**config.mk**
```make
export PLATFORM = sky130hd
export DESIGN_NAME = mux_nch_seq
export DESIGN_NICKNAME = d
export VERILOG_FILES = /design/src/rtl/mux_nch_seq.sv
export SDC_FILE = /design/constraint.sdc
export NUM_CORES = 1
export LEC_CHECK = 0
export CORE_AREA = 2 2 77 57
export CTS_BUF_LIST = sky130_fd_sc_hd__clkbuf_8
export DETAILED_ROUTE_END_ITERATION = 10
export DIE_AREA = 0 0 79 59
export GPL_TIMING_DRIVEN = 0
export PLACE_DENSITY_LB_ADDON = 0.12
export SKIP_CTS_REPAIR_TIMING = 1
export SLEW_MARGIN = 10
export SYNTH_ARGS = -nofsm -noshare
export SYNTH_HDL_FRONTEND = slang
export SYNTH_SLANG_ARGS = --single-unit
```
**constraint.sdc**
```tcl
create_clock -name clk -period 7.25 [get_ports clk]
set_clock_uncertainty 0.2 [all_clocks]
set_input_delay 1.45 -clock clk [delete_from_list [all_inputs] [get_ports clk]]
set_output_delay 1.45 -clock clk [all_outputs]
set_load 0.05 [all_outputs]
```
**src/rtl/mux_nch_seq.sv**
```systemverilog
// mux_nch_seq: registered N-channel mux, manual select or auto-scan, valid/ready out.
// Define MUX_NCH_SEQ_PARITY_EN to add the registered even-parity output y_par.
module mux_nch_seq #(
  parameter  int N_CH    = 8,
  parameter  int DATA_W  = 4,
  parameter  int DWELL_W = 8,
  localparam int SEL_W   = $clog2(N_CH)
) (
  input  logic                   clk,
  input  logic                   rst_n,
  input  logic [N_CH*DATA_W-1:0] i,
  input  logic [SEL_W-1:0]       s,
  input  logic                   mode,
  input  logic [DWELL_W-1:0]     dwell,
  input  logic                   en,
  output logic [DATA_W-1:0]      y,
  output logic [SEL_W-1:0]       y_ch,
  output logic                   y_valid,
  input  logic                   y_ready,
`ifdef MUX_NCH_SEQ_PARITY_EN
  output logic                   y_par,
`endif
  output logic                   sel_err
);

  typedef enum logic [1:0] {
    IDLE,
    MANUAL,
    SCAN
  } state_t;

  localparam logic [SEL_W-1:0] LAST = SEL_W'(N_CH - 1);

  state_t             state_q, state_d;
  logic [SEL_W-1:0]   ptr_q, ptr_d;
  logic [DWELL_W-1:0] cnt_q, cnt_d;
  logic [DATA_W-1:0]  y_q, y_d;
  logic [SEL_W-1:0]   ych_q, ych_d;
  logic               vld_q, vld_d;
  logic               err_q, err_d;
  logic               src_q, src_d;
  logic               xfer, slot_free, load;
  logic               s_oor, oor;
  logic [SEL_W-1:0]   sel;
  logic [DATA_W-1:0]  chan, ld_data;

  // Selects beyond the last channel only exist when N_CH is not a power of two.
  if (N_CH < (1 << SEL_W)) begin : g_oor
    assign s_oor = (s > LAST);
  end else begin : g_no_oor
    assign s_oor = 1'b0;
  end

  // Channel mux; an out-of-range select yields zero.
  always_comb begin
    chan = '0;
    for (int k = 0; k < N_CH; k++) begin
      if (sel == SEL_W'(k)) chan = i[k*DATA_W +: DATA_W];
    end
  end

  // Next state, scan pointer advance and output-slot load decision.
  always_comb begin
    state_d = IDLE;
    if (en) state_d = mode ? SCAN : MANUAL;
    xfer      = vld_q & y_ready;
    slot_free = !vld_q | y_ready;
    ptr_d = ptr_q;
    cnt_d = cnt_q;
    if (xfer && src_q) begin
      if (cnt_q >= dwell) begin
        cnt_d = '0;
        ptr_d = (ptr_q == LAST) ? '0 : ptr_q + SEL_W'(1);
      end else begin
        cnt_d = cnt_q + DWELL_W'(1);
      end
    end
    if (state_d == SCAN && state_q != SCAN) begin
      ptr_d = '0;
      cnt_d = '0;
    end
    load    = slot_free && (state_d != IDLE);
    sel     = (state_d == SCAN) ? ptr_d : s;
    oor     = (state_d == MANUAL) && s_oor;
    ld_data = oor ? '0 : chan;
    y_d   = load ? ld_data : y_q;
    ych_d = load ? sel : ych_q;
    err_d = load ? oor : err_q;
    src_d = load ? (state_d == SCAN) : src_q;
    vld_d = load ? 1'b1 : (xfer ? 1'b0 : vld_q);
  end

  // All state and registered outputs.
  always_ff @(posedge clk or negedge rst_n) begin
    if (!rst_n) begin
      state_q <= IDLE;
      ptr_q   <= '0;
      cnt_q   <= '0;
      y_q     <= '0;
      ych_q   <= '0;
      vld_q   <= 1'b0;
      err_q   <= 1'b0;
      src_q   <= 1'b0;
    end else begin
      state_q <= state_d;
      ptr_q   <= ptr_d;
      cnt_q   <= cnt_d;
      y_q     <= y_d;
      ych_q   <= ych_d;
      vld_q   <= vld_d;
      err_q   <= err_d;
      src_q   <= src_d;
    end
  end

`ifdef MUX_NCH_SEQ_PARITY_EN
  logic par_q;

  // Parity tracks y; zero data on out-of-range loads gives zero parity.
  always_ff @(posedge clk or negedge rst_n) begin
    if (!rst_n) par_q <= 1'b0;
    else if (load) par_q <= ^ld_data;
  end

  assign y_par = par_q;
`endif

  assign y       = y_q;
  assign y_ch    = ych_q;
  assign y_valid = vld_q;
  assign sel_err = err_q;

endmodule

```
Word-level counts from Yosys, hierarchy flattened
Cells that the tools add are included.
{"block": "totals", "reg_bits": 22, "output_inout_bits": 9, "wordCells": 50}
{"block": "op_classes", "n_addsub": 2, "order_cmp": 1, "n_eq_ne": 10, "n_mux": 20, "n_bitwise": 2, "n_reduce_logical": 8}
{"op": "2-to-1 mux 4 bit", "n": 8}
{"op": "2-to-1 mux 8 bit", "n": 3}
{"op": "== test 3 bit, second input constant", "n": 5}
{"op": "2-to-1 mux 3 bit", "n": 5}
{"op": "adder 8 x 1 -> 8 bit, second input constant", "n": 1}
{"op": ">= comparator 8 bit", "n": 1}
{"op": "== test 3 x 2 -> 1 bit, second input constant", "n": 2}
{"op": "nonzero test 2 bit", "n": 3}
{"op": "2-to-1 mux 2 bit", "n": 2}
{"op": "adder 3 x 1 -> 3 bit, second input constant", "n": 1}
{"op": "== test 3 x 1 -> 1 bit, second input constant", "n": 1}
{"op": "logical AND 1 bit", "n": 3}
{"op": "logical NOT 3 bit", "n": 1}
{"op": "== test 2 bit, second input constant", "n": 1}
{"op": "2-to-1 mux 1 bit", "n": 2}
{"op": "!= test 2 bit, second input constant", "n": 1}
{"op": "AND 1 bit", "n": 1}
{"op": "logical NOT 1 bit", "n": 1}
{"op": "OR 1 bit", "n": 1}

Depth between registers and ports, before layout
Gate-level depths: netlist of the first run.
{"block": "depth", "ltp_word": 15, "mapped_depth": 11, "ltp_nobuf": 10}

Least setup slack after synthesis of the first run
No wires, ideal clock.
{"block": "synth_path", "kind": "in2reg", "start": "in dwell[0]", "end": "reg y_q[1] (netlist: y[1])", "setup_ps": 130, "t_arrival_ps": 3601, "required_time_ps": 6920, "slack_ps": 3319, "path_stages": 10, "n_path_buf": 1, "cell_sequence": "ha_1 nand2b_4 a2111oi_4 o21ba_4 nor3_2 a311o_1 buf_6 and3_1 a2111oi_2 o31ai_1"}
{"block": "synth_between", "elab_chain_len": 14}
{"item": "start, declared", "line": "14", "source": "input logic [DWELL_W-1:0] dwell,"}
{"item": ">= comparator 8 bit *", "line": "71", "source": "if (cnt_q >= dwell) begin"}
{"item": "2-to-1 mux 3 bit *", "line": "71"}
{"item": "2-to-1 mux 3 bit *", "line": "70", "source": "if (xfer && src_q) begin"}
{"item": "2-to-1 mux 3 bit *", "line": "78", "source": "if (state_d == SCAN && state_q != SCAN) begin"}
{"item": "2-to-1 mux 3 bit *", "line": "83", "source": "sel = (state_d == SCAN) ? ptr_d : s;"}
{"item": "logical NOT 3 bit", "line": "58", "source": "if (sel == SEL_W'(k)) chan = i[k*DATA_W +: DATA_W];"}
{"item": "2-to-1 mux 4 bit (7 in a row)", "line": "58"}
{"item": "2-to-1 mux 4 bit *", "line": "58"}
{"item": "end signal, assigned", "line": "108", "source": "y_q <= y_d;"}
{"item": "end, declared", "line": "37", "source": "logic [DATA_W-1:0] y_q, y_d;"}
Every way passes the cells marked *; elsewhere a longest branch is shown, timed or not.
A chain may end at the register's enable or synchronous reset.

Final worst setup path of the first run
{"block": "layout_path", "start": "in dwell[0]", "end": "reg y_q[2] (netlist: y[2])"}
The elaborated chain is that of the path after synthesis.

==> results of run 1 <==
[path summary, 6_finish.rpt]
check / end / from / slack (ns) / depth (start not counted)
worst max-delay path: y[2] / dwell[0] / 2.85 / 10
worst min-delay path: y_ch[1] / y_ch[1] / 0.28 / 2
worst max register to register: y[2] / cnt_q[0] / 4.00 / 10
worst min register to register: y_ch[1] / y_ch[1] / 0.28 / 2
max in group asynchronous: cnt_q[6] / rst_n / 4.71 / 1
min in group asynchronous: cnt_q[1] / rst_n / 1.53 / 1
[critical path: cells and delay by family]
| family | cells | cell delay (ns) |
|---|---|---|
| adders and majority gates | 1 | 0.30 |
| AOI/OAI and AO/OA | 5 | 1.83 |
| buffers and inverters | 1 | 0.42 |
| and+or+nand+nor | 3 | 0.38 |
[power by group]
part	internal, µW	switching (µW)
registers	138	12.6
logic	78.0	91.2
clock network	48.4	39.4
total	264	143
[per-stage QoR]
stage / setup WS, ns / instance area, µm² / utilization [%] / power, µW / cells
2_1_floorplan: 3.32 / 1710 / - / 259 / 198
3_3_place_gp: 2.66 / 2320 / 60.3 / 318 / 305
3_5_place_dp: 2.58 / 2320 / 60.3 / 322 / 305
4_1_cts: 2.86 / 2380 / 61.8 / 413 / 309
5_1_grt: 2.70 / 2380 / 61.8 / 435 / 309
6_report: 2.85 / 2380 / 61.8 / 408 / 309
[state kept, by name, indices dropped and copies added (netlist names)]
signal   flops
cnt_q        8
ptr_q        3
src_q        1
state_q      2
y            4
y_ch         3
y_valid      1
[placed cells by master, fill, tap and decap left out, drive strengths merged, types with 2 or more instances in the layout]
cell | netlist | layout
a2111o | 2 | 2
a2111oi | 2 | 2
a211o | 2 | 2
a211oi | 4 | 4
a21o | 3 | 3
a21oi | 9 | 9
a31oi | 3 | 3
and2 | 3 | 3
and3 | 8 | 8
buf | 5 | 5
clkbuf | 2 | 6
clkdlybuf4s50 | 0 | 55
dfrtp | 22 | 22
ha | 11 | 11
inv | 12 | 12
mux2i | 3 | 3
nand2 | 33 | 33
nand2b | 3 | 3
nand3 | 6 | 6
nand4 | 3 | 3
nor2 | 10 | 10
nor2b | 4 | 4
nor3 | 7 | 7
nor4 | 3 | 3
o211ai | 3 | 3
o21ai | 17 | 17
o31ai | 3 | 3
[per-layer routing]
metal  GRT usage, %  up-vias  routed length (µm)  part of all wire, %
met1           31.1      755                2330                   52
met3           4.42        4                 217                  4.8
li1               -      845                   -                    -
met4           5.42        0                  42                 0.93
met2           29.8       40                1910                   42
met5              0        -                   0                    0
[cell type report]
| type | count | area share, % |
|---|---|---|
| Clock buffer | 4 | 2.31 |
| Timing Repair Buffer | 55 | 23.1 |
| Multi-Input combinational cell | 157 | 44.9 |
| Inverter | 12 | 1.89 |
| Tap cell | 52 | 2.74 |
| Sequential cell | 22 | 23.1 |
| Buffer | 7 | 1.84 |
[cell families (layout without fill, tap and decap cells)]
kind of cell    count (synthesis)  in the layout
compound gates                 59             59
xor+xnor                        1              1
fa+ha+maj                      11             11
buf+inv                        19             78
flops                          22             22
mux                             4              4
other cells                     1              1
simple gates                   81             81
==> run metrics, run 1 <==
initial antenna violation count=0; Crit-path slowest cell=a311oi_2; Hold Path Class=reg -> reg; minimum clock period=4.40 ns; Die Footprint=0.00466 mm²; Worst-Margin Slew=0.998 ns; Clock Latency Late Sink=0.26 ns; most frequent cell after synthesis=nand2_1; Leak=0.00104 µW; RSZ-0062 raised after global routing=no; Max Slew Vio Count=0; list of most frequent post-synthesis cells=32 x nand2_1, 22 x dfrtp_1, 16 x o21ai_0; Die W=79 µm; clock sink count=22; H-tree lvl count=1; Post-synth EDFFs=0; Critical Path Start Type=input port; Routed Antenna Nets=0; crit path capture type=register; Reg area=551 µm²; Vias=1644; critical path class=in -> reg; post-synthesis mux area share=2.42%; # diodes=0; Syn Inst Count=198; f_max=227 MHz; CTS root buffer=clkbuf_8; Avg Cell Area, Syn=8.63 µm²; status=finished clean; Vias/cell=5.32; crit-path cells=clkdlybuf4s50_1, ha_1, nand2b_4, a2111oi_4, o21ba_4, nor3_2, a311oi_2, nor2_1, a2111o_1, o211ai_1; asr flop ratio synth=100%; WHS=0.281 ns; Ys Warns=0; power density over cell area=171 mW/mm²; # rows=19; final WL=4500 µm; Synthesized Nets=257; vias in the first global route=1547; Post-Synth XOR/XNOR Area=0.513%; largest family of logic cells by synthesized area=compound AO/OA/AOI/OAI gates; Avg WL per Cell=14.6 µm; DR iter-0 viols=69; largest cells by area after synthesis=dfrtp_1 32%, ha_1 8.1%, nand2_1 7.0%; Die Height=59 µm; Cell Area, Synth=0.00171 mm²; io pins=57; DP HPWL=3530 µm; post-synthesis cell type count=53; initial core utilization=44.3%; Nets=317; Core Area=0.00385 mm²; post-synthesis simple-gate area fraction=24.2%; FILL cells=361; worst vdd ir=0.121 mV; DRC violations left=0; routability cong.=0.802; synth-to-layout area growth=39.3%; CP Max Fanout=7; max cap viols=0; Post-synth top flop=dfrtp_1; clock buffer depth=2; Synth Area in Compound Gates=27.1%; Crit path largest cell delay=0.63 ns; clock-pin slew on the worst setup and hold paths=0.08 ns; Final Hold Fails=0; largest net degree at the start of global routing=23; adder-cell share of the synthesized area=8.06%; Tot GR Track Use=20.5%; setup TNS=0 ns; multi-input logic area=0.00107 mm²; Synth top area share=32.2%; post-synth top area cell=dfrtp_1; total grt overflow=0; share of layout cells above drive strength 1=8.95%; arrival time at the worst endpoint=4.38 ns; Final setup viols=0; register area share after synthesis=32.2%; global-route wire length before repair=7510 µm; Tcrit/Tclk final=60.7%; Synth Register Bits=22; CTS tree=yes; CTS buffer count=3; Rel. slew slack=33.3%; Required @ worst endpoint=7.24 ns; DRT Pass-1 Iters=4; PortBufs=55
Power figures use the tool's default switching activity.
==> inputs of run 2 (changes only) <==
==> constraint.sdc (replaced) <==
create_clock -name clk -period 4.2 [get_ports clk]
set_clock_uncertainty 0.2 [all_clocks]
set_input_delay 0.84 -clock clk [delete_from_list [all_inputs] [get_ports clk]]
set_output_delay 0.84 -clock clk [all_outputs]
set_load 0.05 [all_outputs]
==> results of run 2 <==
The final DEF is identical to that of run 1. Status: finished clean.
Main changes from that run: setup slack after placement 2.58 ns -> 0.139 ns; setup slack after layout 2.85 ns -> 0.412 ns; register-to-register setup slack 4.00 ns -> 0.95 ns; total power 408 µW -> 704 µW; worst IR drop on VDD 0.121 mV -> 0.208 mV
==> inputs of run 3 (changes only) <==
--- a/config.mk
+++ b/config.mk
@@ -5,10 +5,11 @@
 export SDC_FILE = /design/constraint.sdc
 export NUM_CORES = 1
 export LEC_CHECK = 0
-export CORE_AREA = 2 2 77 57
+export ABC_AREA = 1
+export CORE_AREA = 2 2 75 55
 export CTS_BUF_LIST = sky130_fd_sc_hd__clkbuf_8
 export DETAILED_ROUTE_END_ITERATION = 10
-export DIE_AREA = 0 0 79 59
+export DIE_AREA = 0 0 77 57
 export GPL_TIMING_DRIVEN = 0
 export PLACE_DENSITY_LB_ADDON = 0.12
 export SKIP_CTS_REPAIR_TIMING = 1
==> run 3 against run 2 <==
- clock-buffer cell count down 1
- register-to-register slack better by 0.56 ns
- flip-flop and latch count unchanged
- critical path type unchanged
- highest routed layer unchanged
==> run metrics, run 3 <==
status=finished clean; Reg-to-Reg Start=cnt_q[7]; f_max=300 MHz; # rows=19 (unchanged); CP Max Fanout=9 (+2); Reg2Reg Setup Slack=1.51 ns; Max Slew Vio Count=0 (unchanged); highest-count cells in the layout ignoring fill and taps=64 x nand2_1, 55 x clkdlybuf4s50_1, 28 x inv_1; critical path class=in -> reg; PortBufs=55 (unchanged); arrival time at the worst endpoint=3.30 ns; Synthesized Nets=290 (+13%); Rel. slew slack=35.2% (+2.0 points); total grt overflow=0 (unchanged); share of layout cells above drive strength 1=10.0% (+1.1 points); Critical Path Start Type=input port; crit path capture type=register; clock-pin slew on the worst setup and hold paths=0.08 ns (about the same); Tot GR Track Use=20.5% (about the same); DRC violations left=0 (unchanged); Ys Warns=0 (unchanged); largest cells by area after synthesis=dfrtp_1 33%, nand2_1 14%, ha_1 8.3%; Hold Path Stages=2 (unchanged); Post-synth top flop=dfrtp_1; asr flop ratio synth=100% (unchanged); Min-Delay Endpoint=y[0]; Worst-Margin Slew=0.968 ns (-0.0295 ns); DP HPWL=3280 µm (-7.2%); clock buffer depth=2 (unchanged); register area share after synthesis=33.2% (+0.92 points); Finished Cell Area=0.00235 mm² (-1.3%); # diodes=0 (unchanged); CTS root buffer=clkbuf_8; Leak=0.00120 µW (+16%); DRT Pass-1 Iters=6 (+2); Non-Filler Instances=342 (+11%); CTS buffer count=3 (unchanged); Die W=77 µm (-2.5%); Die Height=57 µm (-3.4%); post-synth top area cell=dfrtp_1; global-route wire length before repair=7330 µm (-2.4%); routability cong.=0.793 (-1.1%); initial antenna violation count=0 (unchanged); Tcrit/Tclk final=79.3%; setup TNS=0 ns (unchanged); initial core utilization=44.2% (-0.14 points); CTS tree=yes; Routed Antenna Nets=0 (unchanged); Cell Area, Synth=0.00166 mm² (-2.8%); WHS=0.284 ns (+0.00275 ns); Placed Instance Area=0.00228 mm² (-2.0%); Avg Cell Area, Syn=7.19 µm² (-17%); Vias/cell=4.75 (-11%); reg-to-reg endpoint=y[0]; vias in the first global route=1615 (+4.4%); Util after Layout=62.5% (+0.73 points); most frequent cell after synthesis=nand2_1; Synth top area share=33.2% (+0.92 points); FILL cells=350 (-3.0%); max cap viols=0 (unchanged); Final Hold Fails=0 (unchanged); post-synthesis cell type count=30 (-43%); synth-to-layout area growth=41.4%; Clock Latency Late Sink=0.27 ns (about the same); largest net degree at the start of global routing=23 (unchanged); Die Footprint=0.00439 mm² (-5.8%); io pins=57 (unchanged); RSZ-0062 raised after global routing=no; minimum clock period=3.33 ns; Required @ worst endpoint=4.16 ns; most common cell after layout, fill and taps aside=nand2_1; worst vdd ir=0.236 mV; DR iter-0 viols=101 (+46%); Synth Register Bits=22 (unchanged); power density over cell area=296 mW/mm²; largest reg by FF count=cnt_q; Final setup viols=0 (unchanged); Syn Inst Count=231 (+17%); Avg WL per Cell=11.7 µm (-20%); Worst Reg2Reg Path Length in Cells=18 (+8); Largest register FFs=8 (unchanged); H-tree lvl count=1 (unchanged); min-delay src=y[0]; clock sink count=22 (unchanged); DP Cell Count=338 (+11%); Core Area=0.00376 mm² (-2.5%); list of most frequent post-synthesis cells=64 x nand2_1, 28 x inv_1, 22 x dfrtp_1; Hold Path Class=reg -> reg; final WL=3990 µm (-11%); Post-synth EDFFs=0 (unchanged); Vias=1625 (-1.2%); Nets=350 (+10%)
## run 3: cell types whose count changed in the layout (fill, tap and decap cells not counted), moves of 4 or more
cell and delta:
and3_1 -6, inv_1 +16, inv_2 +4, nand2_1 +32
nand2_4 +4, nand3_1 +13, nand4_1 +11, nor2_1 +9
nor2b_1 -4, nor3_1 -4, o21ai_0 -8
## run 3: worst max path at each step
stage               slack, ns      from    to
finish                   0.87  dwell[7]  y[0]
global route             0.64  dwell[7]  y[0]
detailed placement       0.59  dwell[7]  y[0]
floorplan                1.38  dwell[7]  y[2]
CTS                      0.87  dwell[7]  y[0]
global placement         0.60  dwell[7]  y[0]
## run 3: per-layer routing
metal / GRT usage (%) / part of all wire (%) / vias up
met1: 33.5 / 54 / 714
met2: 27.7 / 39 / 43
li1: - / - / 864
met3: 4.43 / 5.4 / 4
met5: 0 / 0 / -
met4: 3.83 / 0.73 / 0
## run 3: report_power, final
part           total (µW)  switching [µW]  internal, µW  leakage [µW]
Clock                 200            72.2           127     0.0000357
Combinational         246             142           103      0.000879
Sequential            250            15.9           234      0.000287
## run 3: critical path: stages
cell	delay [ns]
clkdlybuf4s50_1	0.45
inv_1	0.04
ha_1	0.28
nand2_1	0.09
nor2_2	0.15
nand4_1	0.11
nand3_2	0.15
nand2_2	0.09
nand2_1	0.10
nand3_2	0.08
nand2_2	0.09
nand2_4	0.10
nand2_1	0.12
nor2_1	0.07
nand2_1	0.06
nand3_1	0.07
a21oi_1	0.17
nand4_1	0.12
nand2_1	0.07
nand2_1	0.05
## run 3: through the flow
stage,total power (µW),setup WS [ns]
3_3_place_gp,498,0.597
6_report,696,0.868
2_1_floorplan,397,1.38
3_5_place_dp,500,0.591
4_1_cts,699,0.869
5_1_grt,740,0.636
## run 3: area by class of cell
class	instances	area (µm²)	area share (%)
timing repair buffer	55	551	23.5
buffer	3	22.5	0.959
tap	52	65.1	2.77
inverter	32	120	5.12
sequential	22	551	23.5
clock buffer	3	41.3	1.76
clock inverter	1	30.0	1.28
multi-input combinational	174	967	41.2
## run 3: cells by family (layout without fill, tap and decap cells)
family / Yosys count / in the layout / synth area share (%)
simple gates: 137 / 137 / 40.1
buf+inv: 35 / 94 / 8.59
flops: 22 / 22 / 33.2
compound gates: 20 / 20 / 7.01
fa+ha+maj: 11 / 11 / 8.29
xor+xnor: 5 / 5 / 2.64
other cells: 1 / 1 / 0.226
